**src/rtl/fetch_pkg.sv**
```systemverilog
// Shared fetch-stage types and constants: queue entry layout, bubble encoding, PC increment.
package fetch_pkg;

   localparam int FETCH_WIDTH = 32;
   localparam logic [FETCH_WIDTH-1:0] NOP_INSTR_DEFAULT = 32'h0000_0013;
   // Contents of instruction-memory word i are IMEM_SEED + i.
   localparam logic [FETCH_WIDTH-1:0] IMEM_SEED = 32'h1000_0000;

   typedef struct packed {
      logic [FETCH_WIDTH-1:0] instr;
      logic [FETCH_WIDTH-1:0] pc;
   } fetch_entry_t;

   function automatic logic [FETCH_WIDTH-1:0] pc_plus4(input logic [FETCH_WIDTH-1:0] pc);
      return pc + FETCH_WIDTH'(4);
   endfunction

endpackage

```
**src/rtl/instruction_fetch_queue_if.sv**
```systemverilog
// Fetch-queue boundary: redirect/hazard controls in, IF/ID decode register out.
interface instruction_fetch_queue_if #(
   parameter int WORD_WIDTH = 32,
   parameter int DEPTH      = 4
);
   localparam int COUNT_WIDTH = $clog2(DEPTH) + 1;

   logic                   PCSrcE;
   logic [WORD_WIDTH-1:0]  PCTargetE;
   logic                   StallD;
   logic                   FlushD;
   logic [WORD_WIDTH-1:0]  instrD;
   logic [WORD_WIDTH-1:0]  PCD;
   logic [WORD_WIDTH-1:0]  PCPlus4D;
   logic                   validD;
   logic [COUNT_WIDTH-1:0] ifq_count;

   modport master (
      output PCSrcE, PCTargetE, StallD, FlushD,
      input  instrD, PCD, PCPlus4D, validD, ifq_count
   );

   modport slave (
      input  PCSrcE, PCTargetE, StallD, FlushD,
      output instrD, PCD, PCPlus4D, validD, ifq_count
   );

endinterface

```
**src/rtl/ifq_fifo.sv**
```systemverilog
// Generic DEPTH-entry synchronous FIFO with push/pop/flush and combinational head read.
module ifq_fifo #(
   parameter int DEPTH      = 4,
   parameter int DATA_WIDTH = 64,
   localparam int PTR_WIDTH   = $clog2(DEPTH),
   localparam int COUNT_WIDTH = PTR_WIDTH + 1
) (
   input  logic                   clk,
   input  logic                   reset,
   input  logic                   push,
   input  logic                   pop,
   input  logic                   flush,
   input  logic [DATA_WIDTH-1:0]  wr_data,
   output logic [DATA_WIDTH-1:0]  rd_data,
   output logic [COUNT_WIDTH-1:0] count,
   output logic                   full,
   output logic                   empty
);

   logic [DATA_WIDTH-1:0]  mem [DEPTH];
   logic [PTR_WIDTH-1:0]   wr_ptr;
   logic [PTR_WIDTH-1:0]   rd_ptr;
   logic [COUNT_WIDTH-1:0] count_q;
   logic                   wr_en;
   logic                   rd_en;

   assign full    = (count_q == COUNT_WIDTH'(DEPTH));
   assign empty   = (count_q == '0);
   assign count   = count_q;
   assign rd_data = mem[rd_ptr];

   // When full, a write is only legal alongside a read; the head is read before the slot is reused.
   assign rd_en = pop && !empty;
   assign wr_en = push && (!full || rd_en);

   always_ff @(posedge clk or posedge reset) begin
      if (reset) begin
         wr_ptr  <= '0;
         rd_ptr  <= '0;
         count_q <= '0;
         for (int i = 0; i < DEPTH; i++) begin
            mem[i] <= '0;
         end
      end else if (flush) begin
         wr_ptr  <= '0;
         rd_ptr  <= '0;
         count_q <= '0;
      end else begin
         if (wr_en) begin
            mem[wr_ptr] <= wr_data;
            wr_ptr      <= wr_ptr + 1'b1;
         end
         if (rd_en) begin
            rd_ptr <= rd_ptr + 1'b1;
         end
         count_q <= count_q + COUNT_WIDTH'(wr_en) - COUNT_WIDTH'(rd_en);
      end
   end

endmodule

```
**src/rtl/instruction_fetch_queue.sv**
```systemverilog
// Prefetching instruction fetch stage: PC, internal instruction ROM, DEPTH-entry queue, IF/ID register.
// Define IFQ_BYPASS_EN to let a fetched word skip an empty queue straight into decode.
module instruction_fetch_queue
   import fetch_pkg::*;
#(
   parameter int                    WORD_WIDTH      = FETCH_WIDTH,
   parameter int                    IMEM_ADDR_WIDTH = 8,
   parameter int                    DEPTH           = 4,
   parameter logic [WORD_WIDTH-1:0] RESET_PC        = '0,
   parameter logic [WORD_WIDTH-1:0] NOP_INSTR       = NOP_INSTR_DEFAULT
) (
   input logic                      clk,
   input logic                      reset,
   instruction_fetch_queue_if.slave fq
);

   localparam int IMEM_WORDS  = 2 ** (IMEM_ADDR_WIDTH - 2);
   localparam int COUNT_WIDTH = $clog2(DEPTH) + 1;
   localparam int ENTRY_WIDTH = $bits(fetch_entry_t);

   logic [WORD_WIDTH-1:0]  pc_f;
   logic [WORD_WIDTH-1:0]  imem [IMEM_WORDS];
   logic [WORD_WIDTH-1:0]  fetch_instr;
   fetch_entry_t           fetch_entry;
   fetch_entry_t           head_entry;
   logic [ENTRY_WIDTH-1:0] fifo_rd_data;
   logic [COUNT_WIDTH-1:0] fifo_count;
   logic                   fifo_full;
   logic                   fifo_empty;
   logic                   pop;
   logic                   push;
   logic                   bypass;
   logic [WORD_WIDTH-1:0]  instr_d;
   logic [WORD_WIDTH-1:0]  pc_d;
   logic [WORD_WIDTH-1:0]  pc_plus4_d;
   logic                   valid_d;

   // Address bits above IMEM_ADDR_WIDTH are not decoded, so the program image aliases.
   for (genvar i = 0; i < IMEM_WORDS; i++) begin : g_imem
      assign imem[i] = IMEM_SEED + WORD_WIDTH'(i);
   end

   assign fetch_instr = imem[pc_f[IMEM_ADDR_WIDTH-1:2]];
   assign fetch_entry = '{instr: fetch_instr, pc: pc_f};
   assign head_entry  = fetch_entry_t'(fifo_rd_data);

   always_comb begin
      bypass = 1'b0;
`ifdef IFQ_BYPASS_EN
      bypass = fifo_empty && !fq.StallD && !fq.FlushD && !fq.PCSrcE;
`endif
      pop  = !fq.StallD && !fq.FlushD && !fq.PCSrcE && !fifo_empty;
      push = !fq.PCSrcE && !bypass && (!fifo_full || pop);
   end

   ifq_fifo #(
      .DEPTH      (DEPTH),
      .DATA_WIDTH (ENTRY_WIDTH)
   ) u_fifo (
      .clk     (clk),
      .reset   (reset),
      .push    (push),
      .pop     (pop),
      .flush   (fq.PCSrcE),
      .wr_data (fetch_entry),
      .rd_data (fifo_rd_data),
      .count   (fifo_count),
      .full    (fifo_full),
      .empty   (fifo_empty)
   );

   always_ff @(posedge clk or posedge reset) begin
      if (reset) begin
         pc_f <= RESET_PC;
      end else if (fq.PCSrcE) begin
         pc_f <= fq.PCTargetE;
      end else if (push || bypass) begin
         pc_f <= pc_plus4(pc_f);
      end
   end

   // Redirect and FlushD both force a bubble and take precedence over StallD.
   always_ff @(posedge clk or posedge reset) begin
      if (reset) begin
         instr_d    <= NOP_INSTR;
         pc_d       <= '0;
         pc_plus4_d <= '0;
         valid_d    <= 1'b0;
      end else if (fq.PCSrcE || fq.FlushD) begin
         instr_d    <= NOP_INSTR;
         pc_d       <= '0;
         pc_plus4_d <= '0;
         valid_d    <= 1'b0;
      end else if (!fq.StallD) begin
         if (pop) begin
            instr_d    <= head_entry.instr;
            pc_d       <= head_entry.pc;
            pc_plus4_d <= pc_plus4(head_entry.pc);
            valid_d    <= 1'b1;
         end else if (bypass) begin
            instr_d    <= fetch_instr;
            pc_d       <= pc_f;
            pc_plus4_d <= pc_plus4(pc_f);
            valid_d    <= 1'b1;
         end else begin
            instr_d    <= NOP_INSTR;
            pc_d       <= '0;
            pc_plus4_d <= '0;
            valid_d    <= 1'b0;
         end
      end
   end

   assign fq.instrD    = instr_d;
   assign fq.PCD       = pc_d;
   assign fq.PCPlus4D  = pc_plus4_d;
   assign fq.validD    = valid_d;
   assign fq.ifq_count = fifo_count;

endmodule

```
**src/flat_wrapper.sv**
```systemverilog
// flat-port wrapper written by rule: the top's interface ports become plain ports
module instruction_fetch_queue_flat import fetch_pkg::*;
#(
   parameter int                    WORD_WIDTH      = FETCH_WIDTH,
   parameter int                    IMEM_ADDR_WIDTH = 8,
   parameter int                    DEPTH           = 4,
   parameter logic [WORD_WIDTH-1:0] RESET_PC        = '0,
   parameter logic [WORD_WIDTH-1:0] NOP_INSTR       = NOP_INSTR_DEFAULT
)
  (clk, reset, fq_PCSrcE, fq_PCTargetE, fq_StallD, fq_FlushD, fq_instrD, fq_PCD, fq_PCPlus4D, fq_validD, fq_ifq_count);
  instruction_fetch_queue_if #(.WORD_WIDTH(WORD_WIDTH), .DEPTH(DEPTH)) fq_i ();
  input logic clk;
  input logic reset;
  input wire logic [$bits(fq_i.PCSrcE)-1:0] fq_PCSrcE;
  input wire logic [$bits(fq_i.PCTargetE)-1:0] fq_PCTargetE;
  input wire logic [$bits(fq_i.StallD)-1:0] fq_StallD;
  input wire logic [$bits(fq_i.FlushD)-1:0] fq_FlushD;
  output wire logic [$bits(fq_i.instrD)-1:0] fq_instrD;
  output wire logic [$bits(fq_i.PCD)-1:0] fq_PCD;
  output wire logic [$bits(fq_i.PCPlus4D)-1:0] fq_PCPlus4D;
  output wire logic [$bits(fq_i.validD)-1:0] fq_validD;
  output wire logic [$bits(fq_i.ifq_count)-1:0] fq_ifq_count;
  assign fq_i.PCSrcE = fq_PCSrcE;
  assign fq_i.PCTargetE = fq_PCTargetE;
  assign fq_i.StallD = fq_StallD;
  assign fq_i.FlushD = fq_FlushD;
  assign fq_instrD = fq_i.instrD;
  assign fq_PCD = fq_i.PCD;
  assign fq_PCPlus4D = fq_i.PCPlus4D;
  assign fq_validD = fq_i.validD;
  assign fq_ifq_count = fq_i.ifq_count;
  instruction_fetch_queue #(.WORD_WIDTH(WORD_WIDTH), .IMEM_ADDR_WIDTH(IMEM_ADDR_WIDTH), .DEPTH(DEPTH), .RESET_PC(RESET_PC), .NOP_INSTR(NOP_INSTR)) u_core (.clk(clk), .reset(reset), .fq(fq_i));
endmodule
```
**config.mk**
```make
export PLATFORM = sky130hd
export DESIGN_NAME = instruction_fetch_queue_flat
export DESIGN_NICKNAME = d
export VERILOG_FILES = /design/src/rtl/fetch_pkg.sv /design/src/rtl/instruction_fetch_queue_if.sv /design/src/rtl/ifq_fifo.sv /design/src/rtl/instruction_fetch_queue.sv /design/src/flat_wrapper.sv
export SDC_FILE = /design/constraint.sdc
export NUM_CORES = 1
export LEC_CHECK = 0
export ABC_AREA = 1
export BUFFER_PORTS_ARGS = -buffer_cell sky130_fd_sc_hd__buf_2
export CAP_MARGIN = 10
export CELL_PAD_IN_SITES_DETAIL_PLACEMENT = 0
export CELL_PAD_IN_SITES_GLOBAL_PLACEMENT = 2
export CORE_UTILIZATION = 32
export CTS_BUF_LIST = sky130_fd_sc_hd__clkbuf_4
export CTS_CLUSTER_SIZE = 40
export DETAILED_ROUTE_END_ITERATION = 10
export PLACE_DENSITY_LB_ADDON = 0.1
export SLEW_MARGIN = 10
export SYNTH_ARGS = -nofsm -noshare
export SYNTH_HDL_FRONTEND = slang
export SYNTH_SLANG_ARGS = --single-unit
export TNS_END_PERCENT = 50
```
**constraint.sdc**
```tcl
create_clock -name clk -period 8.2 [get_ports clk]
set_input_delay 1.64 -clock clk [delete_from_list [all_inputs] [get_ports clk]]
set_output_delay 1.64 -clock clk [all_outputs]
set_load 0.01 [all_outputs]
```
[Yosys cells after proc, flatten, opt, wreduce, memory -nomap -nowiden]
Memories as Yosys holds them, arrays and structs flattened.
Index checks and enable logic that the tools add are counted.
Word-level totals
  logic and storage cells: 76
  output and inout bits: 100
  bits in read-only memories: 2048
  register bits after elaboration: 392
  input bits: 37
  memories kept: 1
Cells by class
  muxes and demuxes: 27
  add/subtract/negate cells: 6
  reductions and logical operators: 20
  bitwise operators: 4
  equality and inequality tests: 2
  order comparisons: 4
Memory list
  (name not given): words 64, width 32, rd ports 1, clocked after memory_dff 0, write ports 0, RTL line instruction_fetch_queue.sv:43  | assign fetch_instr = imem[pc_f[IMEM_ADDR_WIDTH-1:2]];
Operators by type and width (count)
  2-to-1 mux 32 bit: 13
  bitwise mux 256 bit: 1
  2-to-1 mux 64 bit: 3
  binary-select mux 64 bit (select 2 bit): 1
  demux 64 bit (select 2 bit): 1
  adder 32 x 3 -> 32 bit, second input constant: 2
  2-to-1 mux 2 bit: 4
  >= comparator 7 bit, second input constant: 1
  logical AND 1 bit: 7
  inverter 6 -> 7 bit: 1
  >= comparator 3 bit, second input constant: 2
  inverter 2 -> 3 bit: 2
  nonzero test 2 bit: 3
  logical NOT 1 bit: 5
  adder 2 x 1 -> 2 bit, second input constant: 2
  adder 3 x 1 -> 3 bit: 1
  == test 3 bit, second input constant: 1
  logical NOT 3 bit: 1
  logical OR 1 bit: 3
  < comparator 3 x 1 -> 1 bit, second input constant: 1
  2-to-1 mux 1 bit: 3
  2-to-1 mux 3 bit: 1
  subtractor 3 x 1 -> 3 bit: 1
  != test 2 x 1 -> 1 bit, second input constant: 1
  other kinds (2): 2

[Depth between registers and ports, before layout]
Gate-level depths: netlist (run 1).
  word-level depth: 10
  gate-level depth with buffers: 18
  depth with buffers taken out: 15

[Hierarchy]
A second synthesis (run 1) with hierarchy kept.
Second synthesis, totals
  cells, all modules: 2298
  area total of the unflattened synthesis: 18441.4 µm²
Modules (own cells, without submodules)
  ifq_fifo: cells each 1500, area each 11951.5 µm², sequential area each 6581.3 µm², instances 1
  instruction_fetch_queue: cells each 798, area each 6490.0 µm², sequential area each 3181.8 µm², instances 1

[Least setup slack after synthesis (run 1)]
Ideal clock, no wire load.
  path type: input-to-reg
  start point: in fq_PCSrcE
  end point: reg u_core.u_fifo.count_q[2], in the netlist u_core.u_fifo.count[2]
  required time: 8.068 ns
  slack: 4.641 ns
  stages on the path: 13
  path buffers: 3
  arrival: 3.428 ns
  setup time: 0.132 ns
  cell sequence: buf_6 -> nor2_8 -> nand3_4 -> inv_1 -> buf_2 -> buf_2 -> ha_1 -> inv_1 -> ha_1 -> inv_1 -> fa_1 -> xor2_1 -> nor2_1
On the way
  longest elaborated chain between the ends: 9
  elaborated cells between the ends (all ways): 11
  those cells by class: add/sub: 2; mux: 1; reduce/logical: 8
RTL lines
  start: declaration: RTL line flat_wrapper.sv:14  | input wire logic [$bits(fq_i.PCSrcE)-1:0] fq_PCSrcE;
  logical NOT 1 bit: RTL line instruction_fetch_queue.sv:52, instruction_fetch_queue.sv:53
  logical AND 1 bit (2 in a row): RTL line instruction_fetch_queue.sv:52  | pop = !fq.StallD && !fq.FlushD && !fq.PCSrcE && !fifo_empty;
  logical OR 1 bit / logical AND 1 bit (equally long branches): RTL line instruction_fetch_queue.sv:53, ifq_fifo.sv:33
  logical AND 1 bit / logical OR 1 bit (equally long branches): RTL line instruction_fetch_queue.sv:53, ifq_fifo.sv:34
  logical AND 1 bit: RTL line ifq_fifo.sv:34  | assign wr_en = push && (!full || rd_en);
  adder 3 x 1 -> 3 bit: RTL line ifq_fifo.sv:56  | count_q <= count_q + COUNT_WIDTH'(wr_en) - COUNT_WIDTH'(rd_en);
  subtractor 3 x 1 -> 3 bit: RTL line ifq_fifo.sv:56
  2-to-1 mux 3 bit *: RTL line ifq_fifo.sv:44  | end else if (flush) begin
  end signal: assignment: RTL line ifq_fifo.sv:56
  end: declaration: RTL line ifq_fifo.sv:23  | logic [COUNT_WIDTH-1:0] count_q;
Mark *: on every way between the ends. The rest lies on a longest branch, timed or not.
A chain may end at the register's enable or synchronous reset.

[Worst setup path in the final report (run 1)]
Same ends and word-level chain as after synthesis.

==> results of run 1 <==
-- final timing paths --
check / end / from
setup / recovery: u_core.u_fifo.count[2]$_DFF_PP0_ / fq_PCSrcE
setup reg to reg: u_core.fq.PCPlus4D[20]$_DFFE_PP0P_ / u_core.u_fifo.rd_ptr[0]$_DFFE_PP0P_
hold reg to reg: u_core.u_fifo.mem[124]$_DFFE_PP0P_ / u_core.u_fifo.mem[124]$_DFFE_PP0P_
max in group asynchronous: u_core.u_fifo.mem[84]$_DFFE_PP0P_ / reset
min in group asynchronous: u_core.fq.PCD[4]$_DFFE_PP0P_ / reset
hold / removal: u_core.u_fifo.mem[124]$_DFFE_PP0P_ / u_core.u_fifo.mem[124]$_DFFE_PP0P_
-- final cells by class --
class,count,area [µm²]
well taps,504,631
diodes,1,2.50
clock buffers,107,803
repair buffers,120,623
inverters,155,592
multi-input cells,1086,5030
fillers,4086,23200
flip-flops and latches,238,5960
clock inverters,6,22.5
-- synth_stat cells --
cell,instances,area share [%]
o22ai_1,6,0.31
xor2_1,17,1.2
nand2_2,18,0.93
nor2_4,6,0.56
clkbuf_2,1,0.041
nand3_4,1,0.14
nand2_1,536,17
buf_4,31,1.9
a31oi_1,1,0.052
dfstp_2,3,0.65
o221ai_1,1,0.072
clkinv_1,1,0.031
clkbuf_1,29,0.90
xnor2_1,2,0.14
inv_4,1,0.052
nor2_1,78,2.4
o21ai_1,15,0.62
nor3_1,12,0.50
nand3_1,97,4.0
inv_2,4,0.12
nor2_8,1,0.17
nor2_2,9,0.47
buf_6,9,0.84
conb_1,1,0.031
o31ai_1,2,0.12
buf_2,33,1.4
or2_2,5,0.26
inv_1,149,4.6
nand2_4,3,0.28
o21a_1,2,0.12
a22oi_1,8,0.50
a32oi_1,2,0.14
buf_1,1,0.031
o211ai_1,5,0.31
nand4_1,7,0.36
dfrtp_1,235,49
and2_1,3,0.16
a32o_1,6,0.50
a21oi_1,16,0.66
ha_1,8,0.83
a22o_1,3,0.22
o21ai_0,190,7.9
fa_1,1,0.17
-- critical path, delay by kind of cell --
| family | cells | cell delay (ps) |
|---|---|---|
| buffers and inverters | 3 | 450 |
| XOR/XNOR | 1 | 150 |
| adder cells (fa/ha/maj) | 3 | 820 |
| AND/OR/NAND/NOR | 5 | 1270 |
-- sequential cells by signal, summed over array words and instances, names as in the netlist --
| signal | flops |
|---|---|
| u_core.fq.PCD | 30 |
| u_core.fq.PCPlus4D | 32 |
| u_core.fq.instrD | 4 |
| u_core.fq.validD | 1 |
| u_core.pc_f | 32 |
| u_core.u_fifo.count | 3 |
| u_core.u_fifo.mem | 132 |
| u_core.u_fifo.rd_ptr | 2 |
| u_core.u_fifo.wr_ptr | 2 |
-- per-layer routing --
| metal | part of all wire [%] | vias to the layer above | GRT usage [%] |
|---|---|---|---|
| met5 | 0 | - | 0 |
| met1 | 52 | 4698 | 27.8 |
| li1 | - | 5156 | - |
| met3 | 4.1 | 57 | 3.64 |
| met4 | 1.9 | 0 | 6.11 |
| met2 | 42 | 210 | 28.3 |
-- through the flow --
| stage | power [mW] | hold slack [ps] | instance area, µm² | setup slack (ps) | util (%) |
|---|---|---|---|---|---|
| 2_1_floorplan | 2.69 | 419 | 12200 | 33.6 | - |
| 3_3_place_gp | 3.07 | 434 | 12800 | 3610 | 34.8 |
| 3_5_place_dp | 3.08 | 438 | 12800 | 3610 | 34.8 |
| 4_1_cts | 4.22 | 451 | 13700 | 4400 | 37.1 |
| 5_1_grt | 4.52 | 465 | 13700 | 4190 | 37.1 |
| 6_report | 4.14 | 449 | 13700 | 4410 | 37.1 |
-- kinds of logic after synthesis --
kind of cell,after synthesis
buf+inv,259
compound gates,257
xor+xnor,19
other cells,1
flops,238
fa+ha+maj,9
simple gates,776
-- power groups by stage --
stage,Clock (mW),Sequential [mW],Combinational [mW]
6_report,1.09,1.78,1.26
5_1_grt,1.21,1.83,1.48
4_1_cts,1.15,1.78,1.29
3_5_place_dp,0,1.80,1.28
3_3_place_gp,0,1.80,1.27
2_1_floorplan,0,1.75,0.945
==> qor.yml, run 1 <==
ys_seq_area_share_pct: 49.3
setup_viol: 0
initial_core_util_pct: 32.8
htree_levels: 3
intPower_mw: 2.53
min_period_over_period_pct: 46.2
power_density_nw_per_um2: 303
grt_first_pass_wirelength_um: 56800
cts_hold_buf: 0
syn_area_per_cell_um2: 7.76
clk_pin_slew_worst_paths_ps: 60
crit_type: "primary input to register"
clockBufferDepth: 3
cts_tree: "yes"
irDropWorstVdd_v: 0.000115
synth-seq-cells: 238
num-nets-final: 1720
critPathArrivalTime_ps: 4330
crit_required_ps: 8740
power_frac_comb_pct: 30.5
start_kind: "primary input"
viasPerCell: 4.57
clock_skew_ps: 41.2
leakagePower_nw: 6.99
synth_top_family_by_area: "simple AND/OR/NAND/NOR gates"
grt_pass1_vias: 9929
slew_violations: 0
period_needed_ps: 3790
rows: 70
synth_cell_types: 43
die_h_um: 196
finalWirelength_um: 35400
r2r_slack_ps: 4810
antenna_found_initial: 2
r2r_cells: 15
grt_max_degree: 124
status: "completed"
cp_slowest_stage_delay_ps: 420
slowest_stage: "nand3_4"
synth_fa_ha_area_share_pct: 0.993
post_cts_resized: 0
cp-end-kind: "register"
cts_made_buffers: 73
worst_pin_slew_ps: 1040
place_hpwl_um: 22800
setup_tns_ps: 0
slew_headroom_pct: 30.9
io_pins: 137
cts_setup_buffers: 0
fmax_mhz: 264
final_cells: 2217
wl_per_cell_um: 16.0
synthCells: 1559
synth_compound_area_share_pct: 11.5
port_buffers: 111
p_sw_mw: 1.60
core_region_area_um2: 36900
hold_path.class: "register to register"
cts-root-buf: "clkbuf_4"
clockPowerShare_pct: 26.5
track_usage_pct: 19.1
dr.first_iter.drc_count: 487
swShare_pct: 38.8
pwr-share-seq_pct: 43.0
ys_warn_count: 0
rsz0062_at_grt: "no"
syn_area_um2: 12100
grt_overflow_total: 0
holdPathStages: 2
die_area_um2: 38600
drt-pass1-iter-count: 4
ant_nets: 0
synth_mux_area_share_pct: 0
synth_xor_area_share_pct: 1.38
dp_cells: 2103
via_count: 10100
path_cells: "buf_2, nor2_8, nand3_4, nand2_2, nand2_4, ha_1, inv_1, ha_1, inv_1, fa_1, xor2_1, nor2_1"
final_hold_viol_count: 0
place.gp.congestion: 0.758
maxCapViolations: 0
layout_common_cells: "532 x nand2_1, 234 x dfrtp_1, 190 x o21ai_0, 148 x inv_1, 111 x buf_2"
drive_above_1_share_pct: 16.8
drc: 0
area.growth.synth_to_final_pct: 13.0
cts.sinks: 238
clk_latency_ps: 710
synth_simple_gate_area_share_pct: 26.9
layout_commonest_cell: "nand2_1"
die_x_um: 196
crit_fanout: 37
(Power assumes the default switching activity.)
==> run 2, diff against run 1 <==
--- a/config.mk
+++ b/config.mk
@@ -10,7 +10,7 @@
 export CAP_MARGIN = 10
 export CELL_PAD_IN_SITES_DETAIL_PLACEMENT = 0
 export CELL_PAD_IN_SITES_GLOBAL_PLACEMENT = 2
-export CORE_UTILIZATION = 32
+export CORE_UTILIZATION = 36
 export CTS_BUF_LIST = sky130_fd_sc_hd__clkbuf_4
 export CTS_CLUSTER_SIZE = 40
 export DETAILED_ROUTE_END_ITERATION = 10
==> constraint.sdc (replaced) <==
create_clock -name clk -period 3.8 [get_ports clk]
set_input_delay 0.76 -clock clk [delete_from_list [all_inputs] [get_ports clk]]
set_output_delay 0.76 -clock clk [all_outputs]
set_load 0.01 [all_outputs]
==> run 2 against run 1 <==
Against the previous run:
- sequential power increased by 120%
- clock skew shrank 3.7 ps
- die area shrank 11%
- register-to-register slack worse by 3900 ps
- first-iteration DRC count rose by 39%
- hold slack got worse by 150 ps
- clock-buffer cell count decreased by 3
- non-clock buffer count up 10
- critical endpoint is now u_core.fq.PCPlus4D[24]$_DFFE_PP0P_
- largest power group unchanged
==> qor.yml, run 2 (synthesis results as in run 1) <==
grt_max_degree: 141  # +14%
slew_violations: 0  # unchanged
via_count: 10200  # +0.63%
antenna_found_initial: 2  # unchanged
utilization_pct: 41.9  # +4.9 points
layout_commonest_cell: "nand2_1"
die_area_um2: 34300  # -11%
p_sw_mw: 3.47  # +120%
status: "completed"
cts_tree: "yes"
clk_pin_slew_worst_paths_ps: 60  # about the same
rsz0062_at_grt: "no"
cp_slowest_stage_delay_ps: 650  # +230 ps
fillers: 3544  # -13%
die_x_um: 185  # -5.7%
ant_nets: 0  # unchanged
cp_common_cell: "nand2_1"
setup_viol: 0  # unchanged
min_period_over_period_pct: 76.7
hold_path.class: "primary input to register"
die_h_um: 185  # -5.7%
worst_pin_slew_ps: 806  # -229 ps
crit_required_ps: 4370  # -4370 ps
htree_levels: 3  # unchanged
cts_made_buffers: 69  # -5.5%
track_usage_pct: 20.7  # +1.6 points
period_needed_ps: 2920
initial_core_util_pct: 36.9  # +4.1 points
clock_skew_ps: 37.4  # -3.71 ps
start_kind: "register"
place_hpwl_um: 22300  # -2.1%
path_cells: "buf_4, nand2_1, nand2_1, nand2_1, nand2_1, ha_1, nand2_1, nor2_1, nand2_1, nor2_2, nand3_1, nand3_1, nand2_1"
drc: 0  # unchanged
irDropWorstVdd_v: 0.000192  # +67%
port_buffers: 111  # unchanged
fmax_mhz: 343
crit_type: "register to register"
rows: 66  # -5.7%
layout_common_cells: "532 x nand2_1, 234 x dfrtp_1, 190 x o21ai_0, 148 x inv_1, 111 x buf_2"
slowest_stage: "dfrtp_2"
largest_register_ffs: 132  # unchanged
totalPowerFinal_mw: 9.01  # +120%
power_frac_comb_pct: 30.6  # about the same
critPathBufInv: 1  # -2
area.growth.synth_to_final_pct: 13.7
dr.first_iter.drc_count: 676  # +39%
num-nets-final: 1726  # +0.35%
regMostFlops: "u_core.u_fifo.mem"
drt-pass1-iter-count: 6  # +2
leakagePower_nw: 7.06  # +1.0%
cts.sinks: 238  # unchanged
viasPerCell: 4.68  # +2.6%
maxCapViolations: 0  # unchanged
place.gp.congestion: 0.777  # +2.6%
clk_latency_ps: 680  # -30 ps
power_density_nw_per_um2: 655  # +120%
grt_pass1_vias: 9639  # -2.9%
cp_top_family: "simple AND/OR/NAND/NOR gates"
io_pins: 137  # unchanged
critPathArrivalTime_ps: 3480  # -850 ps
crit_fanout: 58  # +57%
drive_above_1_share_pct: 17.0  # +0.23 points
grt_overflow_total: 0  # unchanged
intPower_mw: 5.54  # +120%
clockPowerShare_pct: 26.9  # +0.4 points
setup_tns_ps: 0  # unchanged
clockBufferDepth: 3  # unchanged
cts-root-buf: "clkbuf_4"
grt_first_pass_wirelength_um: 54400  # -4.1%
swShare_pct: 38.5  # -0.21 points
finalWirelength_um: 34200  # -3.5%
cp-end-kind: "register"
slew_headroom_pct: 46.3  # +15 points
core_region_area_um2: 32800  # -11%
pwr-share-seq_pct: 42.5  # -0.5 points
wl_per_cell_um: 15.7  # -1.6%
worst_hold_slack_ps: 300  # -149 ps
final_hold_viol_count: 0  # unchanged
run 2: cell types whose count changed in the layout (fill, tap and decap cells not counted), sizes merged:
cell / change
bufinv: +1
inv: -1
dlygate4sd3: +1
clkinvlp: +1
clkbuf: -3
buf: +9
clkinv: +10
diode: +2
run 2: per-stage QoR:
step                instance area, µm²  setup slack [ps]  std cells
floorplan                        12200             -77.4       1583
global placement                 12900               824       2050
detailed placement               12900               836       2050
CTS                              13700               847       2172
global route                     13800               583       2175
finish                           13800               885       2175
run 2: area by class of cell:
type                            count  area (µm²)  share of cell area, %
Clock buffer                      104         781                   5.68
Inverter                          155         588                   4.28
Timing Repair Buffer              130         738                   5.37
Tap cell                          442         553                   4.02
Multi-Input combinational cell   1086        5030                   36.6
Antenna cell                        3        7.51                 0.0546
Sequential cell                   238        5960                   43.3
Clock inverter                     17        90.1                  0.655
run 2: power by group through the flow:
stage / Combinational [mW] / Clock (mW) / Sequential (mW)
floorplan: 2.04 / 0 / 3.77
global placement: 2.75 / 0 / 3.86
detailed placement: 2.79 / 0 / 3.87
CTS: 2.81 / 2.55 / 3.83
global route: 3.26 / 2.68 / 3.94
finish: 2.76 / 2.42 / 3.83
run 2: path summary, 6_finish.rpt:
path,start,endpoint,slack (ps),depth (start not counted)
worst max-delay path,u_core.u_fifo.rd_ptr[0]$_DFFE_PP0P_,u_core.fq.PCPlus4D[24]$_DFFE_PP0P_,880,13
worst min register to register,u_core.u_fifo.mem[124]$_DFFE_PP0P_,u_core.u_fifo.mem[124]$_DFFE_PP0P_,450,2
worst min-delay path,fq_PCTargetE[14],u_core.pc_f[14]$_DFFE_PP0N_,300,2
min in group asynchronous,reset,u_core.fq.PCPlus4D[22]$_DFFE_PP0P_,580,3
worst max register to register,u_core.u_fifo.rd_ptr[0]$_DFFE_PP0P_,u_core.fq.PCPlus4D[24]$_DFFE_PP0P_,880,13
max in group asynchronous,reset,u_core.u_fifo.rd_ptr[0]$_DFFE_PP0P_,2100,4
run 2: per-layer routing:
| metal | GRT usage (%) | routed length [µm] |
|---|---|---|
| met2 | 29.9 | 14400 |
| met5 | 0 | 0 |
| met1 | 30.6 | 17500 |
| met3 | 3.99 | 1800 |
| met4 | 6.61 | 532 |
run 2: what timing repair did:
action,4_1_cts,5_1_grt
gates resized for setup,0,0
setup buffers,0,0
hold buffers,1,0
hold endpoints to repair,7,0
==> run 3, diff against run 2 <==
--- a/config.mk
+++ b/config.mk
@@ -5,12 +5,12 @@
 export SDC_FILE = /design/constraint.sdc
 export NUM_CORES = 1
 export LEC_CHECK = 0
-export ABC_AREA = 1
+export ABC_AREA = 0
 export BUFFER_PORTS_ARGS = -buffer_cell sky130_fd_sc_hd__buf_2
 export CAP_MARGIN = 10
 export CELL_PAD_IN_SITES_DETAIL_PLACEMENT = 0
 export CELL_PAD_IN_SITES_GLOBAL_PLACEMENT = 2
-export CORE_UTILIZATION = 36
+export CORE_UTILIZATION = 42
 export CTS_BUF_LIST = sky130_fd_sc_hd__clkbuf_4
 export CTS_CLUSTER_SIZE = 40
 export DETAILED_ROUTE_END_ITERATION = 10
==> constraint.sdc (replaced) <==
create_clock -name clk -period 2.75 [get_ports clk]
set_input_delay 0.55 -clock clk [delete_from_list [all_inputs] [get_ports clk]]
set_output_delay 0.55 -clock clk [all_outputs]
set_load 0.01 [all_outputs]
==> run 3 against run 2 <==
Against the previous run:
- final cell count fell by 36%
- combinational power rose by 27%
- clock power rose by 32%
- critical path depth fell by 2
- final area fell by 5.7%
- area after synthesis fell by 7.6%
- clock-buffer cell count fell by 8
- maximum frequency rose by 15%
- non-clock buffer count rose by 20
- die area fell by 21%
- sequential share of layout area rose by 2.6 points
- critical path type unchanged
- critical endpoint is now u_core.u_fifo.count[2]$_DFF_PP0_
==> qor.yml, run 3 <==
setup_viol: 0  # unchanged
status: "completed"
cts_setup_buffers: 0  # unchanged
clockBufferDepth: 3  # unchanged
min_period_over_period_pct: 92.3  # +16 points
r2r_slack_ps: 210  # -670 ps
crit_fanout: 4  # -93%
drt-pass1-iter-count: 4  # -2
clk_latency_ps: 650  # -30 ps
power_density_nw_per_um2: 925  # +41%
synth.most_common_cell: "dfrtp_1"
cts.sinks: 238  # unchanged
synth_common_cells: "235 x dfrtp_1, 132 x mux2_2, 80 x nand2_1"
cts_tree: "yes"
met2_length_um: 11700  # -18%
finalWirelength_um: 26400  # -23%
irDropWorstVdd_v: 0.000350  # +82%
r2r_cells: 11  # -2
grt_overflow_total: 0  # unchanged
track_usage_pct: 20.3  # -0.42 points
regMostFlops: "u_core.u_fifo.mem"
clk_pin_slew_worst_paths_ps: 70  # about the same
synth_ff_type: "dfrtp_1"
reg2reg_from: "u_core.u_fifo.count[0]$_DFF_PP0_"
grt_max_degree: 59  # -58%
seqCellArea_um2: 5960  # unchanged
cts_made_buffers: 66  # -4.3%
layout_commonest_cell: "dfrtp_1"
synth_edf_count: 0  # unchanged
synthCells: 860  # -45%
synth_top_cell_area_share_pct: 52.6  # +4.0 points
met1_length_um: 12300  # -30%
final_hold_viol_count: 0  # unchanged
antenna_found_initial: 1  # -1
core_region_area_um2: 26100  # -21%
start_kind: "register"
fillers: 2382  # -33%
clock_skew_ps: 32.8  # -4.60 ps
synth-seq-cells: 238  # unchanged
port_buffers: 111  # unchanged
grt_pass1_vias: 7530  # -22%
die_area_um2: 27300  # -21%
multi_input_area_um2: 4720  # -6.2%
viasPerCell: 5.24  # +12%
slew_headroom_pct: 36.0  # -10 points
layout_common_cells: "234 x dfrtp_1, 132 x mux2_2, 111 x buf_2, 96 x clkbuf_4, 80 x nand2_1"
syn_area_per_cell_um2: 13.0  # +67%
die_x_um: 165  # -11%
area.growth.synth_to_final_pct: 16.1
io_pins: 137  # unchanged
place.gp.congestion: 0.777  # about the same
maxCapViolations: 0  # unchanged
place_hpwl_um: 18300  # -18%
drc: 0  # unchanged
worst_hold_slack_ps: 98.1  # -202 ps
period_needed_ps: 2540  # -378 ps
worst_pin_slew_ps: 957  # +151 ps
critPathArrivalTime_ps: 3070  # -410 ps
setup.worst_path.end: "u_core.u_fifo.count[2]$_DFF_PP0_"
place_area_um2: 12100  # -5.6%
rows: 59  # -11%
hold_path.class: "primary input to async pin"
crit_type: "register to register"
grt_first_pass_wirelength_um: 41700  # -23%
ys_warn_count: 0  # unchanged
leakagePower_nw: 5.91  # -16%
fmax_mhz: 394  # +15%
drive_above_1_share_pct: 41.0  # +24 points
cp-end-kind: "register"
wl_per_cell_um: 19.0  # +21%
syn_area_um2: 11200  # -7.6%
post_cts_resized: 0  # unchanged
ant_nets: 0  # unchanged
via_count: 7300  # -28%
slew_violations: 0  # unchanged
synth_area_leaders: "dfrtp_1 53%, mux2_2 13%, mux4_2 4.6%"
htree_levels: 3  # unchanged
routed.top_layer: "met4"
crit_required_ps: 3280  # -1090 ps
cts_hold_buf: 0  # -1
synth_cell_types: 53  # +23%
num-nets-final: 1061  # -39%
cts-root-buf: "clkbuf_4"
async_reset_ff_share_pct: 100  # unchanged
stdcell_area_um2: 13000  # -5.7%
die_h_um: 165  # -11%
startpoint: "u_core.u_fifo.count[0]$_DFF_PP0_"
r2r-end: "u_core.u_fifo.count[2]$_DFF_PP0_"
setup_tns_ps: 0  # unchanged
largest_register_ffs: 132  # unchanged
wl_met3_um: 1790  # -0.22%
ys_seq_area_share_pct: 53.3  # +4.1 points
rsz0062_at_grt: "no"
dr.first_iter.drc_count: 358  # -47%
initial_core_util_pct: 42.9  # +6.0 points
synth_largest_area_cell: "dfrtp_1"
run 3: kinds of logic (layout without fill, tap and decap cells):
logic type                 after synthesis  after routing  synth area share, %
muxes                                  166            166                 20.4
xor gates and xnor gates                61             61                 4.78
DFF                                    238            238                 53.3
other                                    1             27               0.0336
and+or+nand+nor                        187            187                 9.46
AOI/OAI and AO/OA                       98             98                 5.58
buffers and inverters                  100            272                 5.35
adders and majority gates                9              9                 1.08
run 3: worst min path at each step:
| stage | cells past startpoint | end | start | slack (ps) |
|---|---|---|---|---|
| finish | 2 | u_core.fq.PCD[7]$_DFFE_PP0P_ | reset | 100 |
| global route | 3 | u_core.pc_f[25]$_DFFE_PP0N_ | fq_PCTargetE[25] | 50 |
| CTS | 3 | u_core.pc_f[19]$_DFFE_PP0N_ | fq_PCTargetE[19] | 60 |
| detailed placement | 1 | u_core.u_fifo.mem[124]$_DFFE_PP0P_ | u_core.u_fifo.mem[124]$_DFFE_PP0P_ | 450 |
| global placement | 1 | u_core.u_fifo.mem[60]$_DFFE_PP0P_ | u_core.u_fifo.mem[60]$_DFFE_PP0P_ | 450 |
| floorplan | 1 | u_core.u_fifo.mem[188]$_DFFE_PP0P_ | u_core.u_fifo.mem[188]$_DFFE_PP0P_ | 430 |
run 3: area by class of cell:
class,count,area share (%)
well taps,335,3.23
clock buffers,96,5.56
diodes,2,0.0386
flip-flops and latches,238,46.0
repair buffers,150,7.60
inverters,13,0.405
multi-input cells,546,36.4
clock inverters,13,0.820
run 3: report_power, final:
group | switching (mW) | total [mW] | internal [mW]
logic | 1.68 | 3.51 | 1.83
clock network | 1.42 | 3.19 | 1.77
registers | 0.681 | 5.30 | 4.62
run 3: metrics by stage:
stage	instances	util, %	setup WS, ps	total power [mW]
floorplan	884	-	-917	7.80
CTS	1391	49.8	202	12.2
global route	1393	49.8	56.3	12.8
finish	1393	49.8	213	12.0
detailed placement	1282	46.6	40.9	8.90
global placement	1282	46.6	83.5	8.68
run 3: routing by layer:
| metal | global-route usage [%] | vias to the layer above |
|---|---|---|
| li1 | - | 3356 |
| met1 | 28.6 | 3659 |
| met2 | 29.9 | 234 |
| met3 | 5.07 | 51 |
| met4 | 7.88 | 0 |
| met5 | 0 | - |
run 3: worst max-delay path, cell delays in order (launching register included):
cell and delay (ps):
dfrtp_1 430, or3b_1 430, or2_2 300, and2_1 160, inv_1 50, ha_1 210
inv_1 60, ha_1 140, inv_1 50, fa_1 380, xnor2_1 160, nor2_1 50
